File: src/rtl/register_file_reader.sv
// Streams register-file contents as single reads or whole-file snapshot scans.
// Beat valid one cycle after the request edge; beats hold while out_ready is low.
module register_file_reader #(
    parameter int WIDTH     = 16,
    parameter int NUM_REGS  = 16,
    parameter int ADDR_BITS = 4
) (
    input  logic                      clk,
    input  logic                      reset,
    input  logic [WIDTH*NUM_REGS-1:0] regs_flat,
    input  logic                      rd_req,
    input  logic [ADDR_BITS-1:0]      rd_addr,
    input  logic                      scan_start,
    output logic                      busy,
    output logic                      out_valid,
    input  logic                      out_ready,
    output logic [WIDTH-1:0]          out_data,
    output logic [ADDR_BITS-1:0]      out_addr,
    output logic                      out_last,
    output logic                      out_err
);

    typedef enum logic [1:0] {
        IDLE,
        SINGLE,
        SCAN
    } state_t;

    localparam logic [ADDR_BITS-1:0] LAST_IDX = ADDR_BITS'(NUM_REGS - 1);

    state_t                      state_q, state_d;
    logic [WIDTH*NUM_REGS-1:0]   snap_q, snap_d;
    logic [ADDR_BITS-1:0]        idx_q, idx_d;
    logic                        busy_q, busy_d;
    logic                        out_valid_q, out_valid_d;
    logic [WIDTH-1:0]            out_data_q, out_data_d;
    logic [ADDR_BITS-1:0]        out_addr_q, out_addr_d;
    logic                        out_last_q, out_last_d;
    logic                        out_err_q, out_err_d;

    logic                        accept;
    logic [ADDR_BITS-1:0]        idx_inc;

    // Addresses past NUM_REGS match no slice, so they read back as zero.
    function automatic logic [WIDTH-1:0] pick(input logic [WIDTH*NUM_REGS-1:0] flat,
                                              input logic [ADDR_BITS-1:0]      a);
        logic [WIDTH-1:0] v;
        v = '0;
        for (int i = 0; i < NUM_REGS; i++) begin
            if (a == i[ADDR_BITS-1:0]) v = flat[i*WIDTH +: WIDTH];
        end
        return v;
    endfunction

    function automatic logic in_range(input logic [ADDR_BITS-1:0] a);
        logic hit;
        hit = 1'b0;
        for (int i = 0; i < NUM_REGS; i++) begin
            if (a == i[ADDR_BITS-1:0]) hit = 1'b1;
        end
        return hit;
    endfunction

    assign accept  = out_valid_q && out_ready;
    assign idx_inc = idx_q + 1'b1;

    always_comb begin
        state_d     = state_q;
        snap_d      = snap_q;
        idx_d       = idx_q;
        busy_d      = busy_q;
        out_valid_d = out_valid_q;
        out_data_d  = out_data_q;
        out_addr_d  = out_addr_q;
        out_last_d  = out_last_q;
        out_err_d   = out_err_q;

        case (state_q)
            IDLE: begin
                if (scan_start) begin
                    state_d     = SCAN;
                    snap_d      = regs_flat;
                    idx_d       = '0;
                    busy_d      = 1'b1;
                    out_valid_d = 1'b1;
                    out_data_d  = regs_flat[WIDTH-1:0];
                    out_addr_d  = '0;
                    out_last_d  = (LAST_IDX == '0);
                    out_err_d   = 1'b0;
                end else if (rd_req) begin
                    state_d     = SINGLE;
                    busy_d      = 1'b1;
                    out_valid_d = 1'b1;
                    out_data_d  = pick(regs_flat, rd_addr);
                    out_addr_d  = rd_addr;
                    out_last_d  = 1'b1;
                    out_err_d   = !in_range(rd_addr);
                end
            end
            SINGLE: begin
                if (accept) begin
                    state_d     = IDLE;
                    busy_d      = 1'b0;
                    out_valid_d = 1'b0;
                    out_last_d  = 1'b0;
                    out_err_d   = 1'b0;
                end
            end
            SCAN: begin
                if (accept) begin
                    if (idx_q == LAST_IDX) begin
                        state_d     = IDLE;
                        busy_d      = 1'b0;
                        out_valid_d = 1'b0;
                        out_last_d  = 1'b0;
                    end else begin
                        // Next beat is preloaded so the stream runs one per cycle.
                        idx_d      = idx_inc;
                        out_data_d = pick(snap_q, idx_inc);
                        out_addr_d = idx_inc;
                        out_last_d = (idx_inc == LAST_IDX);
                    end
                end
            end
            default: begin
                state_d     = IDLE;
                busy_d      = 1'b0;
                out_valid_d = 1'b0;
            end
        endcase
    end

    always_ff @(posedge clk or posedge reset) begin
        if (reset) begin
            state_q     <= IDLE;
            snap_q      <= '0;
            idx_q       <= '0;
            busy_q      <= 1'b0;
            out_valid_q <= 1'b0;
            out_data_q  <= '0;
            out_addr_q  <= '0;
            out_last_q  <= 1'b0;
            out_err_q   <= 1'b0;
        end else begin
            state_q     <= state_d;
            snap_q      <= snap_d;
            idx_q       <= idx_d;
            busy_q      <= busy_d;
            out_valid_q <= out_valid_d;
            out_data_q  <= out_data_d;
            out_addr_q  <= out_addr_d;
            out_last_q  <= out_last_d;
            out_err_q   <= out_err_d;
        end
    end

    assign busy      = busy_q;
    assign out_valid = out_valid_q;
    assign out_data  = out_data_q;
    assign out_addr  = out_addr_q;
    assign out_last  = out_last_q;
    assign out_err   = out_err_q;

endmodule

File: config.mk
export PLATFORM = sky130hd
export DESIGN_NAME = register_file_reader
export DESIGN_NICKNAME = d
export VERILOG_FILES = /design/src/rtl/register_file_reader.sv
export SDC_FILE = /design/constraint.sdc
export NUM_CORES = 1
export LEC_CHECK = 0
export CELL_PAD_IN_SITES_DETAIL_PLACEMENT = 0
export CELL_PAD_IN_SITES_GLOBAL_PLACEMENT = 2
export CORE_MARGIN = 2
export CORE_UTILIZATION = 33
export CTS_CLUSTER_SIZE = 30
export DETAILED_ROUTE_END_ITERATION = 7
export PLACE_DENSITY_LB_ADDON = 0.1
export SYNTH_ARGS = -nofsm -noshare
export SYNTH_HDL_FRONTEND = slang
export SYNTH_SLANG_ARGS = --single-unit
export TNS_END_PERCENT = 20
File: constraint.sdc
create_clock -name clk -period 11.2 [get_ports clk]
set_clock_uncertainty 0.15 [all_clocks]
set_input_delay 1.12 -clock clk [delete_from_list [all_inputs] [get_ports clk]]
set_output_delay 1.12 -clock clk [all_outputs]
set_load 0.01 [all_outputs]
Word level (Yosys, flattened, before mapping) --
Index checks and enable logic that the tools add are counted.
Word-level totals: register bits after elaboration 285, bits in latches 0, bits in writable memories 0, memory bits (read-only) 0, input bits 265, output and inout bits 24, logic and storage cells 144, memories 0
Cells by class: add/subtract/negate cells 1, $mul 0, divide/modulo/power cells 0, order comparisons 0, equal/unequal tests 39, shift operators 0, multiplexer cells 82, bitwise logic cells 0, reduce and logical (&&, ||, !) cells 14
Operators by type and width (count):
- 2-to-1 mux 16 bit | 36
- equality test 4 bit, second input constant | 17
- equality test 4 x 3 -> 1 bit, second input constant | 8
- one-hot mux 16 bit (2 select lines) | 1
- 2-to-1 mux 1 bit | 29
- 2-to-1 mux 4 bit | 5
- equality test 4 x 2 -> 1 bit, second input constant | 4
- one-hot mux 4 bit (2 select lines) | 2
- AND reduction 4 bit | 4
- 2-to-1 mux 2 bit | 5
- inequality test 2 bit, second input constant | 5
- equality test 4 x 1 -> 1 bit, second input constant | 2
- logical NOT 4 bit | 2
- one-hot mux 1 bit (3 select lines) | 2
- one-hot mux 2 bit (3 select lines) | 1
- adder 4 x 1 -> 4 bit, second input constant | 1
- nonzero test 2 bit | 2
- inequality test 3 bit, second input constant | 1
- AND reduction 3 bit | 1
- nonzero test 3 bit | 1
- equality test 2 x 1 -> 1 bit, second input constant | 1
- equality test 2 bit, second input constant | 1
- logical NOT 2 bit | 1
- one-hot mux 1 bit (2 select lines) | 1
- other kinds (3) | 3

Longest topological paths before layout --
Gate-level depths: netlist of the first run.
word-level depth 24, mapped depth 11, depth with buffers taken out 9

Least setup slack after synthesis of the first run --
Ideal clock, no wire load.
kind input -> register, start input port rd_addr[1], end register out_data_q[1], in the netlist out_data[1], setup time 0.126 ns, data arrival time 2.576 ns, data required time 10.924 ns, setup slack 8.348 ns, stages 7, buffers on the path 3, cell sequence buf_2 -> buf_2 -> buf_2 -> mux2_2 -> a22oi_1 -> o2111ai_1 -> a221o_1
On the way: longest elaborated chain between the ends 20, elaborated cells on any way between the ends 35, those cells by class 15 x eq/ne; 19 x mux; 1 x reduce/logical
RTL lines:
- from (decl) | RTL line 12 | input logic [ADDR_BITS-1:0] rd_addr,
- logical NOT 4 bit | RTL line 50 | if (a == i[ADDR_BITS-1:0]) v = flat[i*WIDTH +: WIDTH];
- 2-to-1 mux 16 bit (15 in a row) | RTL line 50
- 2-to-1 mux 16 bit * | RTL line 50
- 2-to-1 mux 16 bit * | RTL line 90 | end else if (rd_req) begin
- 2-to-1 mux 16 bit * | RTL line 80 | if (scan_start) begin
- one-hot mux 16 bit (2 select lines) * | RTL line 78 | case (state_q)
- to (signal assigned) | RTL line 150 | out_data_q <= out_data_d;
- to (decl) | RTL line 36 | logic [WIDTH-1:0] out_data_q, out_data_d;
Every way passes the cells marked *; elsewhere a longest branch is shown, timed or not. The select of a mux whose other input is x is not followed. A chain may end at the register's enable or synchronous reset.

Worst setup path in the final report of the first run --
start input port scan_start, end register snap_q[55]
On the way: longest elaborated chain between the ends 1
RTL lines:
- from (decl) | RTL line 13 | input logic scan_start,
- AND reduction 2 bit (no source line)
- to (signal assigned) | RTL line 146 | snap_q <= snap_d;
- to (decl) | RTL line 32 | logic [WIDTH*NUM_REGS-1:0] snap_q, snap_d;
Every way passes these cells.

==> results of run 1 <==
==> power groups by stage <==
stage	sequential, mW	combinational, mW	clock, mW
after global placement	1.84	2.19	0
after detailed placement	1.86	2.21	0
after CTS	1.84	2.22	1.22
after global routing	1.90	2.41	1.27
final	1.85	2.22	1.20
after floorplan	1.77	1.48	0
==> cell usage after synthesis (12+ instances only) <==
library cell,number
a211o_1,23
a211oi_1,21
a21o_1,12
a21oi_1,156
a221o_1,13
a221oi_1,36
a222oi_1,15
a22oi_1,26
a311oi_1,13
a31oi_1,15
buf_1,16
buf_2,48
clkbuf_1,71
dfrtp_1,285
inv_1,51
mux2_2,233
nand2_1,151
nor2_1,77
nor3_1,13
o211ai_1,37
o21a_1,14
o21ai_0,141
o22ai_1,57
==> per-stage QoR <==
| step | cell area [um2] | worst slack, ns | instances |
|---|---|---|---|
| floorplan | 16100 | 2.07 | 1642 |
| detailed placement | 19400 | 5.93 | 2441 |
| finish | 20600 | 6.43 | 2502 |
| global route | 20600 | 6.27 | 2501 |
| global placement | 19400 | 6.00 | 2441 |
| CTS | 20600 | 6.49 | 2501 |
==> layout make-up <==
class / instances / area (um2)
repair buffers: 323 / 3130
inverters: 54 / 210
clock buffers: 53 / 1070
flip-flops and latches: 285 / 7130
well taps: 615 / 769
multi-input cells: 1164 / 8170
fillers: 4730 / 27300
clock inverters: 7 / 110
diodes: 1 / 2.50
==> path summary, 6_finish.rpt <==
| path | slack, ns | start | depth (start not counted) | to |
|---|---|---|---|---|
| max | 6.43 | scan_start | 5 | snap_q[55] |
| min | 0.34 | snap_q[82] | 2 | snap_q[82] |
| max reg2reg | 7.06 | idx_q[0] | 10 | out_data[8] |
| min reg2reg | 0.34 | snap_q[82] | 2 | snap_q[82] |
| max in group asynchronous | 7.69 | reset | 4 | snap_q[189] |
| min in group asynchronous | 0.93 | reset | 2 | snap_q[103] |
==> cells by family (layout without fill, tap and decap cells) <==
| kind of cell | Yosys count | in the layout | share of synthesized area |
|---|---|---|---|
| compound gates | 623 | 623 | 0.252 |
| simple gates | 289 | 289 | 0.0771 |
| flops | 285 | 285 | 0.444 |
| mux | 243 | 243 | 0.170 |
| buf+inv | 193 | 437 | 0.0500 |
| fa+ha+maj | 9 | 9 | 0.00701 |
| other cells | 0 | 1 | 0 |
==> layer usage <==
layer / routed length (um) / part of all wire / global-route usage
met4: 2780 / 0.039 / 0.101
met3: 3920 / 0.055 / 0.0381
met1: 29600 / 0.42 / 0.359
met5: 10 / 0.00014 / 0
met2: 34600 / 0.49 / 0.478
==> placed cells by master (no fill, tap or decap), types with 8 or more instances in the layout <==
cell type          n
dfrtp_1          285
clkdlybuf4s50_1  285
mux2_2           233
a21oi_1          156
nand2_1          151
o21ai_0          141
nor2_1            75
o22ai_1           57
inv_1             50
o211ai_1          37
clkbuf_16         37
a221oi_1          36
buf_4             36
a22oi_1           26
a211o_1           23
a211oi_1          21
a31oi_1           15
a222oi_1          15
o21a_1            14
a221o_1           13
nor3_1            13
a311oi_1          13
a21o_1            12
nor2b_1           11
mux2i_1            9
nand3_1            8
o221ai_1           8
and3_1             8
clkbuf_1           8
clkbuf_8           8
==> flip-flops by register name, summed over array words and instances (netlist names) <==
signal and count:
state_q 2, idx_q 4, out_addr 4, out_valid 1, out_data 16, snap_q 256
out_err 1, out_last 1
==> critical path: stages <==
cell and delay [ns]:
clkdlybuf4s50_1 1.00, and2_4 0.78, buf_4 0.83, buf_4 0.77, mux2_2 0.41
==> results.py, run 1 <==
metrics = {
    "run_status": {
        "outcome": "finished, final reports clean",
    },
    "floorplanning": {
        "die_y_um": 225,
        "die_w_um": 225,
        "core_mm2": 0.0479,
        "rows": 80,
        "die_area_mm2": 0.0505,
        "pin_count": 289,
        "start_util": 0.335,
    },
    "sta": {
        "hold_slack_ns": 0.335,
        "fin_crit_sh": 0.426,
        "drv_slew": 0,
        "maxSlewHeadroom": 0.164,
        "setup_viol": 0,
        "period_needed_ns": 4.77,
        "fmax_ghz": 0.210,
        "finalHoldViolCount": 0,
        "rsz0062_at_grt": "no",
        "timing.setup.tns_ns": 0,
        "tightestPinTransition_ns": 1.25,
    },
    "global_route": {
        "track_usage": 0.279,
        "grt_max_degree": 103,
        "overflow": 0,
        "grt_pass1_vias": 15400,
        "grt_pass1_wl_um": 103000,
        "antenna_found_initial": 1,
    },
    "synthesis": {
        "syn-mean-instance-area_um2": 9.79,
        "synth-async-reset-ratio": 1.00,
        "synth_top_area_frac": 0.444,
        "ys.warnings.count": 0,
        "synth_top_cell_by_area": "dfrtp_1",
        "synth_area_leaders": "dfrtp_1 (44%), mux2_2 (16%), a21oi_1 (4.9%)",
        "synth_edf_count": 0,
        "synth_nets": 1916,
        "synth_flop_cell": "dfrtp_1",
        "syn_inst": 1642,
        "synth_area_mm2": 0.0161,
        "synth_cell_types": 64,
        "yosys_register_bits": 285,
        "synth-seq-area-share": 0.444,
    },
    "power": {
        "p_per_area_mw_per_mm2": 256,
        "power.share.clock": 0.228,
        "p_sw_mw": 1.98,
        "ir_drop_mv": 0.0862,
        "power_frac_comb": 0.421,
        "power_mw": 5.27,
        "p_leak_nw": 8.04,
        "internal_power_mw": 3.28,
        "swShare": 0.376,
        "pwr-share-seq": 0.351,
    },
    "critical_path": {
        "worstPathMaxFanout": 68,
        "path_class": "in2reg",
        "crit_required_ns": 11.48,
        "cp.arrival_ns": 5.06,
        "worstSetupEndpointType": "flop",
        "worstSetupStartpointType": "primary input",
    },
    "layout": {
        "nets": 2138,
        "final_util": 0.430,
        "syn_to_final_growth_pct": 28.2,
        "final_layout_size_suffix_gt1_frac": 0.180,
    },
    "placement": {
        "place_congestion": 0.945,
        "hpwl_um": 50500,
        "port_buffers": 288,
    },
    "route": {
        "first_pass_iters": 6,
        "wl_per_cell_um": 28.4,
        "drc": 0,
        "route.final.wire_length_um": 71000,
        "via_per_inst": 5.97,
        "ant_nets": 0,
        "drt_iter0_drc": 1148,
        "via_count": 14900,
    },
    "cts": {
        "holdBufCountCts": 0,
        "cts_tree": "built",
        "clk_latency_ns": 0.56,
        "clkSlewWorstSetupHoldPaths_ns": 0.06,
        "clkSinkCount": 285,
        "cts_root_buf": "clkbuf_16",
        "ctsResizeCount": 0,
        "h-tree-depth": 2,
        "cts_buffers": 36,
        "cts.path.max_buffers": 3,
        "post_cts_buffers": 0,
    },
    "min_path": {
        "hp-class": "reg2reg",
    },
    "run": {
        "maxCapViolations": 0,
    },
}
(Power assumes the default switching activity.)
==> run 2, diff against run 1 <==
--- a/config.mk
+++ b/config.mk
@@ -8,7 +8,7 @@
 export CELL_PAD_IN_SITES_DETAIL_PLACEMENT = 0
 export CELL_PAD_IN_SITES_GLOBAL_PLACEMENT = 2
 export CORE_MARGIN = 2
-export CORE_UTILIZATION = 33
+export CORE_UTILIZATION = 30
 export CTS_CLUSTER_SIZE = 30
 export DETAILED_ROUTE_END_ITERATION = 7
 export PLACE_DENSITY_LB_ADDON = 0.1
==> constraint.sdc (replaced) <==
create_clock -name clk -period 3.93 [get_ports clk]
set_clock_uncertainty 0.15 [all_clocks]
set_input_delay 0.393 -clock clk [delete_from_list [all_inputs] [get_ports clk]]
set_output_delay 0.393 -clock clk [all_outputs]
set_load 0.01 [all_outputs]
==> results.py, run 2 (synthesis results as in run 1) <==
metrics = {
    "layout": {
        "antenna_cells": 0,
        "largest_register_ffs": 256,
        "mostFrequentLayoutCells": "dfrtp_1 (285), clkdlybuf4s50_1 (285), mux2_2 (233)",
        "final_layout_size_suffix_gt1_frac": 0.197,
        "nets": 2174,
        "design_area_mm2": 0.0211,
        "largest_register": "snap_q",
        "syn_to_final_growth_pct": 31.3,
    },
    "power": {
        "ir_drop_mv": 0.320,
        "swShare": 0.380,
        "p_leak_nw": 8.26,
        "power.share.clock": 0.224,
        "power_frac_comb": 0.432,
        "p_per_area_mw_per_mm2": 729,
        "pwr-share-seq": 0.344,
        "internal_power_mw": 9.53,
        "p_sw_mw": 5.84,
    },
    "floorplanning": {
        "die_y_um": 235,
        "rows": 84,
        "die_area_mm2": 0.0554,
        "core_mm2": 0.0528,
        "start_util": 0.305,
        "pin_count": 289,
        "die_w_um": 235,
    },
    "placement": {
        "hpwl_um": 56400,
        "placed_area_mm2": 0.0199,
        "place_congestion": 0.929,
        "port_buffers": 288,
        "post-place-ws_ns": 0.549,
    },
    "global_route": {
        "grt_pass1_wl_um": 109000,
        "track_usage": 0.268,
        "overflow": 0,
        "grt_max_degree": 79,
        "grt_pass1_vias": 15900,
        "antenna_found_initial": 1,
    },
    "cts": {
        "clk_latency_ns": 0.56,
        "post_cts_buffers": 0,
        "cts_buffers": 37,
        "h-tree-depth": 2,
        "cts_tree": "built",
        "ctsResizeCount": 0,
        "clkSlewWorstSetupHoldPaths_ns": 0.06,
        "cts_root_buf": "clkbuf_16",
        "clkSinkCount": 285,
        "holdBufCountCts": 0,
        "cts.path.max_buffers": 3,
    },
    "critical_path": {
        "path_class": "reg2reg",
        "crit_chain": "ha_1 -> nand3_1 -> a41oi_1 -> nor2_2 -> buf_4 -> clkinv_1 -> a211oi_1 -> o211ai_1",
        "cp.arrival_ns": 3.63,
        "max_stage_delay_ns": 0.60,
        "worstPathMaxFanout": 30,
        "crit_required_ns": 4.20,
        "worstSetupEndpointType": "flop",
        "worstSetupStartpointType": "flop",
        "worst_path_max_delay_cell": "a211oi_1",
    },
    "route": {
        "via_per_inst": 5.73,
        "first_pass_iters": 6,
        "ant_nets": 0,
        "drc": 0,
        "route.final.wire_length_um": 75200,
        "drt_iter0_drc": 1155,
        "via_count": 15000,
        "wl_per_cell_um": 28.8,
    },
    "sta": {
        "fin_crit_sh": 0.855,
        "drv_slew": 0,
        "maxSlewHeadroom": 0.360,
        "final.setup.worst_slack_ns": 0.570,
        "setup_viol": 0,
        "period_needed_ns": 3.36,
        "fmax_ghz": 0.298,
        "tightestPinTransition_ns": 0.957,
        "hold_slack_ns": 0.110,
        "rsz0062_at_grt": "no",
        "finalHoldViolCount": 0,
    },
    "run": {
        "maxCapViolations": 0,
    },
    "min_path": {
        "hp-class": "in2async",
    },
    "run_status": {
        "outcome": "finished, final reports clean",
    },
}
-- run 2: worst paths after layout --
check / startpoint / end / slack (ns) / depth (start not counted)
setup / recovery: idx_q[0] / out_data[13] / 0.57 / 8
hold / removal: reset / snap_q[42] / 0.11 / 2
setup reg to reg: idx_q[0] / out_data[13] / 0.57 / 8
hold reg to reg: snap_q[127] / snap_q[127] / 0.33 / 2
max in group asynchronous: reset / out_last / 2.47 / 3
min in group clk: regs_flat[44] / snap_q[44] / 0.30 / 3
-- run 2: power groups by stage --
stage                     Combinational [mW]  Sequential (mW)  Clock, mW
final                                   6.64             5.29       3.45
after detailed placement                6.63             5.32          0
after CTS                               6.66             5.28       3.52
after floorplan                         4.22             5.05          0
after global routing                    7.15             5.45       3.63
after global placement                  6.58             5.28          0
-- run 2: critical path, delay by kind of cell, from the launching register on --
kind,cells,cell delay (ns)
AO/OA/AOI/OAI,3,0.99
buffers and inverters,2,0.88
flip-flops,1,0.48
AND/OR/NAND/NOR,2,0.36
adder cells (fa/ha/maj),1,0.32
-- run 2: metrics by stage --
stage | utilization | cells | TNS (ns) | total power, mW
after floorplan | - | 1642 | -111.22 | 9.27
after global placement | 0.377 | 2549 | 0 | 11.9
after detailed placement | 0.377 | 2549 | 0 | 11.9
after CTS | 0.400 | 2611 | 0 | 15.5
after global routing | 0.400 | 2611 | 0 | 16.2
final | 0.400 | 2611 | 0 | 15.4
-- run 2: per-layer routing --
metal	vias up	track usage	routed length, um
li1	6679	-	-
met1	7558	0.333	30700
met2	583	0.463	36900
met3	132	0.0346	3980
met4	2	0.124	3540
met5	-	0	14
-- run 2: cell type report --
class,count,area [um2]
fillers,5274,31700
flip-flops and latches,285,7130
clock inverters,6,58.8
well taps,688,861
inverters,54,206
repair buffers,358,3520
multi-input cells,1164,8160
clock buffers,56,1150
==> run 3, diff against run 2 <==
--- a/config.mk
+++ b/config.mk
@@ -8,11 +8,11 @@
 export CELL_PAD_IN_SITES_DETAIL_PLACEMENT = 0
 export CELL_PAD_IN_SITES_GLOBAL_PLACEMENT = 2
 export CORE_MARGIN = 2
-export CORE_UTILIZATION = 30
+export CORE_UTILIZATION = 36
 export CTS_CLUSTER_SIZE = 30
 export DETAILED_ROUTE_END_ITERATION = 7
 export PLACE_DENSITY_LB_ADDON = 0.1
+export SKIP_LAST_GASP = 1
 export SYNTH_ARGS = -nofsm -noshare
 export SYNTH_HDL_FRONTEND = slang
 export SYNTH_SLANG_ARGS = --single-unit
-export TNS_END_PERCENT = 20
==> constraint.sdc (replaced) <==
create_clock -name clk -period 4.22 [get_ports clk]
set_clock_uncertainty 0.15 [all_clocks]
set_input_delay 0.422 -clock clk [delete_from_list [all_inputs] [get_ports clk]]
set_output_delay 0.422 -clock clk [all_outputs]
set_load 0.01 [all_outputs]
==> results.py, run 3 (synthesis results as in run 1) <==
metrics = {
    "sta": {
        "setup_viol": 0,
        "timing.setup.tns_ns": 0,
        "finalHoldViolCount": 0,
        "rsz0062_at_grt": "no",
        "drv_slew": 0,
        "period_needed_ns": 3.33,
        "fmax_ghz": 0.301,
        "fin_crit_sh": 0.788,
        "tightestPinTransition_ns": 1.01,
        "maxSlewHeadroom": 0.324,
    },
    "critical_path": {
        "worstPathMaxFanout": 10,
        "worstSetupEndpointType": "flop",
        "path_class": "reg2reg",
        "crit_chain": "ha_1 -> nand3_1 -> a41oi_1 -> nor2_2 -> clkinv_1 -> a211oi_1 -> o211ai_1",
        "crit_family": "compound AO/OA/AOI/OAI gates",
        "worstSetupStartpointType": "flop",
        "crit_required_ns": 4.48,
        "worst_path_max_delay_cell": "a211oi_1",
        "cp.arrival_ns": 3.59,
        "crit_buf_inv": 1,
        "max_stage_delay_ns": 0.59,
    },
    "global_route": {
        "grt_pass1_wl_um": 106000,
        "antenna_found_initial": 0,
        "use_met3": 0.0450,
        "grt_max_degree": 133,
        "grtUsageMet1": 0.397,
        "grt_pass1_vias": 15700,
        "track_usage": 0.311,
        "overflow": 0,
        "grt_use_met2": 0.520,
        "busiest_layer": "met2",
    },
    "route": {
        "wl_per_cell_um": 29.0,
        "via_per_inst": 6.09,
        "ant_nets": 0,
        "drt_iter0_drc": 1279,
        "drc": 0,
        "route.final.wire_length_um": 72700,
        "via_count": 15300,
        "first_pass_iters": 7,
    },
    "floorplanning": {
        "core_mm2": 0.0441,
        "pin_count": 289,
        "die_w_um": 215,
        "rows": 77,
        "die_area_mm2": 0.0463,
        "start_util": 0.364,
        "die_y_um": 215,
    },
    "layout": {
        "antenna_cells": 0,
        "final_layout_size_suffix_gt1_frac": 0.197,
        "largest_register": "snap_q",
        "seq_area_mm2": 0.00713,
        "syn_to_final_growth_pct": 30.9,
        "multi_input_area_mm2": 0.00816,
        "mostFrequentLayoutCells": "dfrtp_1 (285), clkdlybuf4s50_1 (285), mux2_2 (233)",
        "largest_register_ffs": 256,
        "instances_no_fill": 2510,
        "nets": 2164,
        "fill_cells": 4285,
    },
    "cts": {
        "cts_buffers": 37,
        "h-tree-depth": 2,
        "cts_root_buf": "clkbuf_16",
        "cts.path.max_buffers": 3,
        "post_cts_buffers": 0,
        "holdBufCountCts": 0,
        "clkSinkCount": 285,
        "ctsResizeCount": 0,
        "clk_latency_ns": 0.57,
        "clkSlewWorstSetupHoldPaths_ns": 0.06,
        "cts_tree": "built",
    },
    "power": {
        "p_leak_nw": 8.27,
        "p_per_area_mw_per_mm2": 691,
        "ir_drop_mv": 0.435,
    },
    "placement": {
        "placed_cells": 2443,
        "hpwl_um": 53800,
        "port_buffers": 288,
        "place_congestion": 0.899,
    },
    "run": {
        "maxCapViolations": 0,
    },
    "min_path": {
        "hp-class": "in2async",
    },
    "run_status": {
        "outcome": "finished, final reports clean",
    },
}
## run 3: through the flow
step            util  worst slack [ns]  instance area [um2]  power (mW)  hold WS (ns)
2_1_floorplan      -            -0.129                16100        8.63         0.290
6_report       0.477             0.893                21000        14.5         0.241
3_3_place_gp   0.446             0.775                19700        10.8         0.313
5_1_grt        0.477             0.760                21000        15.3         0.296
4_1_cts        0.477             0.961                21000        14.5         0.262
3_5_place_dp   0.446             0.682                19700        10.9         0.320
## run 3: worst reg2reg max path, cell delays in order (launching register included)
cell and delay, ns:
dfrtp_1 0.48, ha_1 0.33, nand3_1 0.22, a41oi_1 0.26
nor2_2 0.44, clkinv_1 0.56, a211oi_1 0.60, o211ai_1 0.15
## run 3: metal layers
layer,wire length [um],share of wire,up-vias
met4,3700,0.051,0
li1,-,-,6649
met2,35000,0.48,684
met1,30000,0.41,7785
met3,4040,0.056,165
met5,0,0,-
## run 3: cell type report
type                            instances  area share
Tap cell                              592      0.0352
Sequential cell                       285       0.339
Timing Repair Buffer                  348       0.163
Multi-Input combinational cell       1164       0.388
Clock buffer                           44      0.0481
Inverter                               54     0.00982
Clock inverter                         23      0.0165
## run 3: path summary, 6_finish.rpt
path	from	endpoint	slack (ns)	cells after the start
worst max-delay path	idx_q[0]	out_data[13]	0.89	7
worst min-delay path	reset	snap_q[42]	0.24	3
worst max register to register	idx_q[0]	out_data[13]	0.89	7
worst min register to register	snap_q[0]	snap_q[0]	0.34	2
max in group asynchronous	reset	snap_q[89]	2.97	3
min in group clk	rd_addr[1]	out_addr[1]	0.29	3
## run 3: power by group
group / total (mW) / internal [mW] / switching [mW] / leakage, nW
Sequential: 4.93 / 4.11 / 0.818 / 3.39
Combinational: 6.03 / 2.81 / 3.22 / 4.22
Clock: 3.56 / 2.21 / 1.35 / 0.671
Total: 14.5 / 9.14 / 5.39 / 8.27
